**src/rtl/gmii_tx_arbiter.sv**
```systemverilog
// ============================================================================
// Module   : gmii_tx_arbiter
// Purpose  : Round-robin sharing of one GMII transmit port between two frame
//            sources, with IFG enforcement, start timeout and length guard.
// Revision : 1.0 - initial release
// ============================================================================
`default_nettype none

module gmii_tx_arbiter #(
    parameter int IFG_BYTES     = 12,
    parameter int START_TIMEOUT = 64,
    parameter int MAX_FRAME     = 1530
) (
    input  logic        GMII_GTXCLK,
    input  logic        rst_n,
    input  logic [1:0]  req,
    output logic [1:0]  gnt,
    input  logic [7:0]  src0_txd,
    input  logic        src0_txen,
    input  logic        src0_txer,
    input  logic [7:0]  src1_txd,
    input  logic        src1_txen,
    input  logic        src1_txer,
    output logic [7:0]  GMII_TXD,
    output logic        GMII_TXEN,
    output logic        GMII_TXER,
    output logic        frame_done,
    output logic        err_timeout,
    output logic        err_overlong,
    output logic [15:0] frame_cnt
);

    // One counter is shared by the start timer, the frame length and the IFG.
    localparam int CNT_W = $clog2(MAX_FRAME + START_TIMEOUT + IFG_BYTES + 1);
    localparam logic [CNT_W-1:0] TIMEOUT_LAST = CNT_W'(START_TIMEOUT - 1);
    localparam logic [CNT_W-1:0] FRAME_LAST   = CNT_W'(MAX_FRAME - 1);
    localparam logic [CNT_W-1:0] IFG_LAST     = CNT_W'(IFG_BYTES - 1);
    localparam logic [CNT_W-1:0] CNT_ONE      = CNT_W'(1);

    typedef enum logic [1:0] {
        ST_IDLE  = 2'd0,
        ST_GRANT = 2'd1,
        ST_BUSY  = 2'd2,
        ST_IFG   = 2'd3
    } state_t;

    state_t           state, state_d;
    logic [CNT_W-1:0] cnt, cnt_d;
    logic             last_winner, last_winner_d;
    logic [7:0]       txd_d;
    logic             txen_d, txer_d;
    logic             done_d, tmo_d, ovl_d;
    logic [15:0]      frame_cnt_d;

    logic [7:0]       sel_txd;
    logic             sel_txen, sel_txer, sel_req;
    logic             granted;

    // last_winner doubles as the selected source while GRANT/BUSY.
    assign sel_txd  = last_winner ? src1_txd  : src0_txd;
    assign sel_txen = last_winner ? src1_txen : src0_txen;
    assign sel_txer = last_winner ? src1_txer : src0_txer;
    assign sel_req  = last_winner ? req[1]    : req[0];
    assign granted  = (state == ST_GRANT) || (state == ST_BUSY);
    assign gnt      = granted ? (last_winner ? 2'b10 : 2'b01) : 2'b00;

    always_ff @(posedge GMII_GTXCLK) begin
        if (!rst_n) begin
            state        <= ST_IDLE;
            cnt          <= '0;
            last_winner  <= 1'b1;
            GMII_TXD     <= 8'h00;
            GMII_TXEN    <= 1'b0;
            GMII_TXER    <= 1'b0;
            frame_done   <= 1'b0;
            err_timeout  <= 1'b0;
            err_overlong <= 1'b0;
            frame_cnt    <= 16'h0000;
        end else begin
            state        <= state_d;
            cnt          <= cnt_d;
            last_winner  <= last_winner_d;
            GMII_TXD     <= txd_d;
            GMII_TXEN    <= txen_d;
            GMII_TXER    <= txer_d;
            frame_done   <= done_d;
            err_timeout  <= tmo_d;
            err_overlong <= ovl_d;
            frame_cnt    <= frame_cnt_d;
        end
    end

    always_comb begin
        state_d       = state;
        cnt_d         = cnt;
        last_winner_d = last_winner;
        txd_d         = 8'h00;
        txen_d        = 1'b0;
        txer_d        = 1'b0;
        done_d        = 1'b0;
        tmo_d         = 1'b0;
        ovl_d         = 1'b0;
        frame_cnt_d   = frame_cnt;

        if (granted) begin
            txd_d  = sel_txd;
            txen_d = sel_txen;
            txer_d = sel_txer;
        end

        case (state)
            ST_IDLE: begin
                if (req != 2'b00) begin
                    state_d       = ST_GRANT;
                    cnt_d         = '0;
                    last_winner_d = (req == 2'b11) ? ~last_winner : req[1];
                end
            end
            ST_GRANT: begin
                if (sel_txen) begin
                    state_d = ST_BUSY;
                    cnt_d   = CNT_ONE;
                end else if (!sel_req) begin
                    state_d = ST_IDLE;
                end else if (cnt == TIMEOUT_LAST) begin
                    state_d = ST_IFG;
                    cnt_d   = '0;
                    tmo_d   = 1'b1;
                end else begin
                    cnt_d = cnt + CNT_ONE;
                end
            end
            ST_BUSY: begin
                if (!sel_txen) begin
                    state_d     = ST_IFG;
                    cnt_d       = '0;
                    done_d      = 1'b1;
                    frame_cnt_d = frame_cnt + 16'd1;
                end else if (cnt == FRAME_LAST) begin
                    // This byte is the last allowed; mark it errored and cut the frame.
                    state_d = ST_IFG;
                    cnt_d   = '0;
                    ovl_d   = 1'b1;
                    txer_d  = 1'b1;
                end else begin
                    cnt_d = cnt + CNT_ONE;
                end
            end
            ST_IFG: begin
                // A truncated frame leaves TXEN high on entry; the gap starts once it drops.
                if (!GMII_TXEN) begin
                    if (cnt == IFG_LAST) begin
                        state_d = ST_IDLE;
                    end else begin
                        cnt_d = cnt + CNT_ONE;
                    end
                end
            end
            default: state_d = ST_IDLE;
        endcase
    end

endmodule

`default_nettype wire
```
**config.mk**
```make
export PLATFORM = sky130hd
export DESIGN_NAME = gmii_tx_arbiter
export DESIGN_NICKNAME = d
export VERILOG_FILES = /design/src/rtl/gmii_tx_arbiter.sv
export SDC_FILE = /design/constraint.sdc
export NUM_CORES = 1
export LEC_CHECK = 0
export ABC_AREA = 1
export CAP_MARGIN = 5
export CORE_ASPECT_RATIO = 0.75
export CORE_MARGIN = 5
export CORE_UTILIZATION = 44
export CTS_CLUSTER_DIAMETER = 50
export CTS_CLUSTER_SIZE = 28
export DETAILED_ROUTE_END_ITERATION = 16
export PLACE_DENSITY = 0.86
export SLEW_MARGIN = 5
export SYNTH_ARGS = -nofsm -noshare
export SYNTH_HDL_FRONTEND = slang
export SYNTH_SLANG_ARGS = --single-unit
```
**constraint.sdc**
```tcl
create_clock -name GMII_GTXCLK -period 1.9 [get_ports GMII_GTXCLK]
set_clock_uncertainty 0.2 [all_clocks]
set_input_delay 0.285 -clock GMII_GTXCLK [delete_from_list [all_inputs] [get_ports GMII_GTXCLK]]
set_output_delay 0.285 -clock GMII_GTXCLK [all_outputs]
set_load 0.005 [all_outputs]
```
Word-level counts from Yosys, hierarchy flattened
Cells that the tools add are included.

word-level totals
  bits in latches = 0
  bits of input ports = 24
  memory bits (writable) = 0
  output and inout bits = 31
  memories kept = 0
  memory bits (read-only) = 0
  register bits after elaboration = 43
  word-level logic and storage cells = 74

cells by class
  $mul = 0
  $add $sub $neg = 2
  muxes and demuxes = 32
  equal/unequal tests = 14
  shift-type cells = 0
  reductions and logical operators = 11
  div/mod/pow operators = 0
  bitwise gates (word level) = 5
  magnitude comparators = 0

operators with widths
  kind                   number
  $mux 11                8
  $pmux 11 s4            1
  $mux 2                 10
  $add 16x1->16 const B  1
  $add 11x1->11 const B  1
  $eq 11x11->1 const B   1
  $eq 11x4->1 const B    1
  $eq 11x6->1 const B    1
  $mux 1                 11
  $mux 8                 1
  $ne 2x2->1 const B     4
  $pmux 2 s4             1
  $reduce_and 2->1       4
  $eq 2x2->1 const B     3
  $not 1->1              5
  $reduce_and 5->1       1
  $ne 4x3->1 const B     1
  $reduce_and 4->1       1
  $reduce_or 4->1        1
  $ne 3x2->1 const B     1
  $ne 3x3->1 const B     1
  $reduce_and 3->1       1
  $eq 2x1->1 const B     1
  $logic_not 2->1        1
  other kinds (2)        2

Logic depth before layout (Yosys ltp)
Gate-level depths: netlist of the first run.

  word-level depth = 6
  mapped depth = 12

Least setup slack after synthesis of the first run
No wires, ideal clock.

  path type = reg2reg
  start point = register state[0]
  end point = register cnt[6]
  slack = 78 ps
  period minus slack after synthesis = 1822 ps
  data arrival time = 1506 ps
  buffers on the path = 0
  cell stages (with the launch flop) = 9
  library setup time = 116 ps
  cell sequence = dfxtp_1 inv_1 ha_1 a22oi_1 nand2_1 nor2_4 nand2_1 o21ai_0 nor2_1

on the way
  cells in the longest elaborated chain, start to end = 3
  elaborated cells on any way between the ends = 10
  those cells by class = 7 x eq/ne; 1 x mux; 2 x reduce/logical

ends and longest elaborated chain
  element                                                    RTL line  source
  from (decl)                                                47        state_t state, state_d;
  from (signal assigned)                                     80        state <= state_d;
  $eq 2x1->1 (tied with other cells)                         111       case (state)
  $ne 3x3->1 (no line) / $ne 2x2->1 (equally long branches)  --
  $reduce_and 4->1 (no line)                                 --
  to (signal assigned)                                       81        cnt <= cnt_d;
  to (decl)                                                  48        logic [CNT_W-1:0] cnt, cnt_d;

Several ways; a longest one is shown, not always the timed one.
A chain may end at the register's enable or synchronous reset.

==> flow_summary.toml, run 1 <==
[placement]
dp_hpwl_mm = 4.664
gp_congestion = 0.8166
placement.io_buffers = 54

[setup_path]
crit_type = "flip-flop to output pin"
crit_path_cell_trace = "inv_1 -> ha_4 -> inv_1 -> nor2_2 -> clkdlybuf4s15_1"
r2r_cells = 10
reg2reg_slack_ps = 30
worst-path-buf-inv = 3
cp.arrival_ps = 1400
regToRegStartpoint = "state[0]"
worst_path_largest_cell_delay_ps = 350
critPathLaunchType = "flip-flop"
worstPathRequired_ps = 1410
cp_max_fo = 3
cpLargestDelayFamily = "buffers and inverters"
slowest_stage = "dfxtp_2"
r2r-end = "frame_cnt[4]"
cp.depth = 5
endpoint = "gnt[0]"
cp_common_cell = "inv_1"
critPathCaptureType = "output pin"

[timing]
hold_viol = 0
min_period_over_period_pct = 99.22
final_max_slew_viol_count = 0
whs_ps = 291.4
slew-limit-headroom_pct = 78.01
fmax_mhz = 530.5
worst_slew_pin_slew_ps = 328.8
setup_violations = 0
layout_min_cycle_time_ps = 1885

[drt]
post_drt_wl_per_cell_um = 13.81
vias = 2444
totalWireLength_mm = 6.548
ant_nets = 0
remaining_drc_errors = 0
post_drt_via_cell_ratio = 5.156
first_pass_iters = 6
drt-initial-drc-count = 198

[synthesis]
synth_warnings = 0
syn_area_um2 = 2237
syn_nets = 359
synth-seq-area-share_pct = 38.48
synth.top_cell.area_share_pct = 38.48
synthCells = 327
ys_top_cells_by_area = "dfxtp_1, nand2_1, inv_1, nor2_1, a21oi_1"
synth_seq_cells = 43
synth_top_area_cell = "dfxtp_1"
netlist-cell-type-count = 28
avgSynthCellArea_um2 = 6.841

[die]
start_util_pct = 45.66
num_io_pins = 55
core_area_um2 = 4900
die_x_um = 92.34
die-area_um2 = 6625
dieHeight_um = 71.75
rows = 22

[hold_path]
min_path_type = "flip-flop to flip-flop"

[cts]
clock_latency_ps = 300
numCtsBuffers = 5
clkTransAtPathRegs_ps = 80
cts_tree = "yes"
clockRootBuffer = "clkbuf_8"
clk_path_buf_depth = 2
clock-sinks = 43
htree_levels = 2

[run_status]
outcome = "completed"

[cells_and_area]
fin_util_pct = 66.57
antenna_cells = 0
nNetsFinal = 446
drive_gt1_share_pct = 17.87
area_delta_synth_final_pct = 45.81

[pwr]
ir_drop_mv = 0.4202
switching_share_pct = 34.02
powerDensity_nw_per_um2 = 938.4
p_int_uw = 2020
p_sw_uw = 1041
clkPwrFrac_pct = 22.7
power_frac_comb_pct = 41.9
p_leak_uw = 0.001359
p_seq_share_pct = 35.4

[grt]
grt-busiest-layer = "met2"
grt_use_total_pct = 18.24
grt_first_pass_wirelength_mm = 10.03
use_met3_pct = 4.197
overflow = 0
grt_pass1_vias = 2262
grt_max_degree = 13
grt_antenna_before_repair = 0
use_met1_pct = 23.63
use_met2_pct = 30.87

[flow_run]
maxCapViolCount = 0
worst register-to-register path, stage by stage (launching register included):
cell,delay [ps]
dfxtp_4,370
inv_2,80
buf_4,120
ha_2,210
inv_1,70
buf_4,140
nor2_4,110
nand2_1,100
nor2_2,160
a21oi_1,110
o21a_1,120
sequential cells by signal (all words and copies together) (netlist names), named ones only:
name / flops
frame_cnt: 16
cnt: 11
GMII_TXD: 8
GMII_TXEN: 1
GMII_TXER: 1
err_overlong: 1
err_timeout: 1
frame_done: 1
last_winner: 1
state: 1
cells in the final DEF (no fill, tap or decap), types with 2 or more instances in the layout:
master / Yosys / routed
a21oi_1: 26 / 26
buf_4: 0 / 29
clkbuf_8: 0 / 5
clkdlybuf4s15_1: 0 / 2
clkdlybuf4s50_1: 0 / 52
dfxtp_1: 43 / 39
dfxtp_2: 0 / 3
ha_1: 8 / 4
ha_4: 0 / 3
inv_1: 46 / 45
nand2_1: 85 / 84
nand2_2: 3 / 3
nand3_1: 19 / 17
nand3_2: 3 / 4
nand3b_1: 2 / 2
nand4_1: 4 / 4
nor2_1: 40 / 30
nor2_2: 3 / 12
nor2_4: 3 / 4
nor3_1: 4 / 4
o21ai_0: 19 / 18
o21ai_1: 1 / 2
xor2_1: 4 / 4
timing repair:
action	CTS	global route
hold buffers	0	0
pin swaps	1	6
endpoints found under the setup margin	13	23
gates resized for setup	8	27
buffers inserted	3	2
how the worst min path moves through the flow:
stage	from	end	slack, ps	cells after the start
after floorplan	rst_n	frame_cnt[6]	220	2
after detailed placement	frame_cnt[12]	frame_cnt[12]	280	2
after global routing	frame_cnt[12]	frame_cnt[12]	320	2
after global placement	frame_cnt[12]	frame_cnt[12]	270	2
final	frame_cnt[12]	frame_cnt[12]	290	2
after CTS	frame_cnt[12]	frame_cnt[12]	290	2
per-layer routing:
metal / part of all wire, % / vias to the layer above
li1: - / 1212
met4: 2.1 / 0
met1: 44 / 1099
met3: 8.1 / 17
met2: 46 / 116
met5: 0 / -
cells in the mapped netlist, drive strengths merged:
master / n
bufbuf: 1
nand3: 22
nand4: 5
nor3: 4
nand2: 88
nor2: 46
a31oi: 1
a21oi: 26
dfxtp: 43
clkbuf: 3
ha: 8
nand3b: 2
nor4: 1
o21ba: 1
o21a: 1
o21ai: 21
xor2: 4
a311o: 1
a22oi: 2
and2: 1
inv: 46
logic make-up (layout without fill, tap and decap cells):
group	Yosys count	count (layout)	synth area share [%]
AOI/OAI and AO/OA	53	53	12.86
xor gates and xnor gates	4	4	1.566
adders and majority gates	8	8	4.474
buffers and inverters	50	137	9.061
DFF	43	43	38.48
and+or+nand+nor	169	169	33.56
stage by stage:
step                      power [uW]  TNS, ps  area (um^2)  worst slack, ps  std cells
after CTS                       2918        0         3158            1.450        472
after detailed placement        2168    -3482         3010           -281.6        462
after floorplan                 1619        0         2237            77.97        327
after global placement          2140    -1938         3010           -175.6        462
after global routing            3231   -312.2         3262           -66.57        474
final                           3061        0         3262            14.87        474
power groups by stage:
| stage | sequential (uW) | combinational [uW] | clock, uW |
|---|---|---|---|
| 6_report | 1080 | 1280 | 695 |
| 5_1_grt | 1100 | 1390 | 736 |
| 4_1_cts | 1060 | 1160 | 696 |
| 3_5_place_dp | 1080 | 1090 | 0 |
| 3_3_place_gp | 1080 | 1060 | 0 |
| 2_1_floorplan | 1080 | 535 | 0 |
area by class of cell:
cell class / instances / area, um^2
inverter: 46 / 172.7
clock inverter: 1 / 30.03
multi-input combinational: 234 / 1274
clock buffer: 6 / 72.57
tap: 60 / 75.07
sequential: 43 / 868.3
timing repair buffer: 84 / 769.5
fill: 393 / 1638
Power figures use the tool's default switching activity.
==> run 2, diff against run 1 <==
--- a/config.mk
+++ b/config.mk
@@ -13,7 +13,7 @@
 export CTS_CLUSTER_DIAMETER = 50
 export CTS_CLUSTER_SIZE = 28
 export DETAILED_ROUTE_END_ITERATION = 16
-export PLACE_DENSITY = 0.86
+export PLACE_DENSITY_LB_ADDON = 0.15
 export SLEW_MARGIN = 5
 export SYNTH_ARGS = -nofsm -noshare
 export SYNTH_HDL_FRONTEND = slang
==> run 2 against run 1 <==
Effect of this change: wire length down 7.6%; fmax down 0.22%; final cell count up 1.7%; combinational power about the same; setup slack worse by 4.2 ps; clock power down 19%; critical path depth up 5; utilization up 0.89 points; non-clock buffer count up 7; critical path type is now flip-flop to flip-flop.
==> flow_summary.toml, run 2 (synthesized netlist as in run 1, its figures left out) <==
[die]
dieHeight_um = 71.75
start_util_pct = 45.66
num_io_pins = 55
core_area_um2 = 4900
rows = 22
die-area_um2 = 6625
die_x_um = 92.34

[cts]
numCtsBuffers = 5
clock-sinks = 43
clockRootBuffer = "clkbuf_8"
clock_latency_ps = 290
htree_levels = 2
cts_tree = "yes"
clkTransAtPathRegs_ps = 80
clk_path_buf_depth = 2

[placement]
placement.io_buffers = 54
gp_congestion = 0.8973
dp_hpwl_mm = 4.359
pre_cts_ws_ps = -225.3
placed_cells = 467

[timing]
rsz0062_at_grt = "true"
setup-tns-final_ps = 0
worst_slew_pin_slew_ps = 344.1
hold_viol = 0
layout_min_cycle_time_ps = 1889
slew-limit-headroom_pct = 76.85
layout_setup_ws_ps = 10.70
final_max_slew_viol_count = 0
setup_violations = 0
min_period_over_period_pct = 99.44
fmax_mhz = 529.3

[flow_run]
maxCapViolCount = 0

[drt]
post_drt_via_cell_ratio = 4.873
totalWireLength_mm = 6.049
drt-initial-drc-count = 212
ant_nets = 0
first_pass_iters = 4
vias = 2349
remaining_drc_errors = 0
post_drt_wl_per_cell_um = 12.55

[setup_path]
critPathLaunchType = "flip-flop"
r2r_cells = 10
r2r-end = "cnt[9]"
cp_max_fo = 6
critPathCaptureType = "flip-flop"
crit_type = "flip-flop to flip-flop"
cp.arrival_ps = 1920
worstPathRequired_ps = 1930
reg2reg_slack_ps = 10

[hold_path]
hold_end = "frame_cnt[12]"
min_path_cells = 2
min_from = "frame_cnt[12]"
min_path_type = "flip-flop to flip-flop"

[grt]
overflow = 0
grt_pass1_vias = 2106
grt_max_degree = 15
grt_use_total_pct = 17.78
grt_antenna_before_repair = 0
grt_first_pass_wirelength_mm = 9.660

[pwr]
p_int_uw = 1905
power_frac_comb_pct = 43.9
p_leak_uw = 0.001397
switching_share_pct = 34.44
p_sw_uw = 1001
p_seq_share_pct = 36.8
powerDensity_nw_per_um2 = 879.2
clkPwrFrac_pct = 19.3
ir_drop_mv = 0.5354

[cells_and_area]
largest-register = "frame_cnt"
largest_register_ffs = 16
area_delta_synth_final_pct = 47.76
mostFrequentLayoutCells = "nand2_1, clkdlybuf4s50_1, inv_1"
antenna_cells = 0
layout.cells.non_filler = 482
nNetsFinal = 453
final_common_cell = "nand2_1"
top_regs = "frame_cnt (16), cnt (11), GMII_TXD (8)"
drive_gt1_share_pct = 19.19
num-fill-cells = 416

[run_status]
outcome = "completed"
[run 2: metal layers]
layer | up-vias | global-route usage (%) | part of all wire [%]
met1 | 1028 | 26.39 | 51
met3 | 6 | 4.197 | 7.6
li1 | 1227 | - | -
met2 | 88 | 25.48 | 40
met4 | 0 | 4.942 | 0.94
met5 | - | 0 | 0
[run 2: final cells by class]
cell class,count,area [um^2],share of cell area [%]
Tap cell,60,75.07,2.271
Multi-Input combinational cell,234,1286,38.91
Timing Repair Buffer,91,822.0,24.87
Clock inverter,1,5.005,0.1514
Inverter,46,172.7,5.223
Sequential cell,43,868.3,26.27
Clock buffer,7,76.32,2.309
[run 2: worst max path at each step]
stage / cells after the start / start / end
2_1_floorplan: 8 / state[0] / cnt[6]
3_3_place_gp: 8 / req[0] / cnt[3]
3_5_place_dp: 7 / src0_txen / frame_cnt[11]
4_1_cts: 11 / state[0] / cnt[8]
5_1_grt: 11 / flip-flop / cnt[9]
6_report: 10 / flip-flop / cnt[9]
[run 2: stage by stage]
stage	hold WS (ps)	util, %	total power, uW	cell area [um^2]
final	284.4	67.47	2906	3306
after global routing	315.8	67.47	3119	3306
after CTS	290.9	64.38	2767	3154
after detailed placement	278.2	62.21	2165	3048
after global placement	267.9	62.21	2162	3048
after floorplan	223.4	-	1619	2237
[run 2: timing repair]
item | in CTS | in global routing
cloned | 0 | 0
setup buffers | 1 | 6
endpoints found under the setup margin | 9 | 25
gates resized for setup | 6 | 35
hold buffers | 0 | 0
pin swaps | 0 | 9
[run 2: power groups by stage]
stage,combinational [uW],clock (uW),sequential (uW)
floorplan,535,0,1080
global placement,1090,0,1070
detailed placement,1090,0,1070
CTS,1140,574,1050
global route,1420,620,1080
finish,1280,560,1070
[run 2: worst max-delay path: stages, from the launching register on]
cell	delay, ps
dfxtp_2	340
buf_4	150
ha_4	160
a22oi_2	300
nand2_2	110
nor2_4	180
buf_6	130
nand2_1	50
nand2_1	70
nand2_1	50
nor2_1	90
==> run 3, diff against run 2 <==
--- a/config.mk
+++ b/config.mk
@@ -18,3 +18,4 @@
 export SYNTH_ARGS = -nofsm -noshare
 export SYNTH_HDL_FRONTEND = slang
 export SYNTH_SLANG_ARGS = --single-unit
+export TNS_END_PERCENT = 5
==> run 3 against run 2 <==
Effect of this change: clock power barely moved; flip-flop and latch count did not move; setup slack improved by 46 ps; first-iteration DRC count fell by 7.1%; largest cell class unchanged.
==> flow_summary.toml, run 3 (synthesized netlist as in run 1, its figures left out) <==
[cells_and_area]
nNetsFinal = 448
final_common_cell = "nand2_1"
antenna_cells = 0
mostFrequentLayoutCells = "nand2_1, clkdlybuf4s50_1, inv_1"
num-fill-cells = 437
largest-register = "frame_cnt"
finalInstanceArea_um2 = 3198
drive_gt1_share_pct = 16.55
largest_register_ffs = 16
top_regs = "frame_cnt (16), cnt (11), GMII_TXD (8)"
layout.cells.non_filler = 477
area_delta_synth_final_pct = 42.95

[run_status]
outcome = "completed"

[cts]
clock-sinks = 43
clk_path_buf_depth = 2
clkTransAtPathRegs_ps = 80
postCtsHoldBufs = 0
numCtsBuffers = 5
cts_tree = "yes"
clockRootBuffer = "clkbuf_8"
htree_levels = 2
clock_latency_ps = 290

[grt]
grt_max_degree = 15
grt_pass1_vias = 2085
grt_first_pass_wirelength_mm = 9.584
grt_use_total_pct = 17.62
overflow = 0
grt_antenna_before_repair = 0

[timing]
hold_viol = 0
layout_min_cycle_time_ps = 1843
slew-limit-headroom_pct = 77.35
worst_slew_pin_slew_ps = 336.6
final_max_slew_viol_count = 0
fmax_mhz = 542.5
min_period_over_period_pct = 97.02
whs_ps = 284.5
setup_violations = 0
rsz0062_at_grt = "true"

[setup_path]
cp.arrival_ps = 1870
worstPathRequired_ps = 1930
worst-path-buf-inv = 3
critPathLaunchType = "flip-flop"
worst_path_largest_cell_delay_ps = 350
crit_path_cell_trace = "inv_1 -> buf_4 -> ha_1 -> nand3_1 -> nand3_2 -> buf_4 -> o21ai_0 -> o21ai_0 -> nor2_1"
crit_type = "flip-flop to flip-flop"
cp.depth = 9
r2r_cells = 9
critPathCaptureType = "flip-flop"
slowest_stage = "dfxtp_2"
cpLargestDelayFamily = "buffers and inverters"
cp_max_fo = 5

[placement]
placement.io_buffers = 54
dp_hpwl_mm = 4.359
gp_congestion = 0.8973
placed_area_um2 = 3048
placed_cells = 467

[hold_path]
min_path_type = "flip-flop to flip-flop"
min_path_cells = 2

[drt]
drt-initial-drc-count = 197
ant_nets = 0
totalWireLength_mm = 5.727
post_drt_wl_per_cell_um = 12.01
first_pass_iters = 5
remaining_drc_errors = 0
post_drt_via_cell_ratio = 4.826
vias = 2302

[pwr]
ir_drop_mv = 0.5246
power_uw = 2777
p_leak_uw = 0.001362
p_sw_uw = 941.0
power_frac_comb_pct = 41.7
clkPwrFrac_pct = 20.1
switching_share_pct = 33.89
p_seq_share_pct = 38.2
powerDensity_nw_per_um2 = 868.3
p_int_uw = 1836

[die]
dieHeight_um = 71.75
die-area_um2 = 6625
rows = 22
die_x_um = 92.34
num_io_pins = 55
core_area_um2 = 4900
start_util_pct = 45.66

[flow_run]
maxCapViolCount = 0
==> run 3: worst min-delay path, delay by kind of cell (launching register included) <==
| family | cells | cell delay (ps) |
|---|---|---|
| compound gates | 1 | 50 |
| buf+inv | 1 | 60 |
| flops | 1 | 330 |
==> run 3: through the flow <==
| stage | setup TNS, ps | utilization, % | setup slack [ps] |
|---|---|---|---|
| 3_3_place_gp | -2660 | 62.21 | -173.7 |
| 3_5_place_dp | -3609 | 62.21 | -225.3 |
| 5_1_grt | -72.99 | 65.27 | -35.61 |
| 6_report | 0 | 65.27 | 56.62 |
| 2_1_floorplan | 0 | - | 77.97 |
| 4_1_cts | 0 | 64.12 | 2.062 |
==> run 3: final timing paths <==
check	start	to	slack [ps]
max	flip-flop	cnt[3]	60
min	frame_cnt[12]	frame_cnt[12]	280
max reg2reg	flip-flop	cnt[3]	60
min reg2reg	frame_cnt[12]	frame_cnt[12]	280
==> run 3: power groups by stage <==
stage | sequential, uW | clock, uW | combinational [uW]
after detailed placement | 1070 | 0 | 1090
after global routing | 1080 | 620 | 1290
after global placement | 1070 | 0 | 1090
after floorplan | 1080 | 0 | 535
after CTS | 1050 | 574 | 1120
final | 1060 | 558 | 1160
==> run 3: per-layer routing <==
metal | vias up | global-route usage [%] | share of wire (%)
li1 | 1214 | - | -
met1 | 999 | 26.32 | 53
met2 | 85 | 25.24 | 39
met3 | 4 | 4.197 | 7.4
met4 | 0 | 4.448 | 0.66
met5 | - | 0 | 0
==> run 3: timing repair <==
item | CTS | global route
pin swaps | 0 | 4
buffers inserted | 0 | 2
setup endpoints to repair | 9 | 24
gates resized for setup | 5 | 18
==> run 3: area by class of cell <==
cell class	instances	area [um^2]	area share, %
multi-input combinational	234	1229	38.42
inverter	46	172.7	5.399
timing repair buffer	86	774.5	24.22
tap	60	75.07	2.347
sequential	43	865.8	27.07
clock inverter	1	5.005	0.1565
clock buffer	7	76.32	2.387
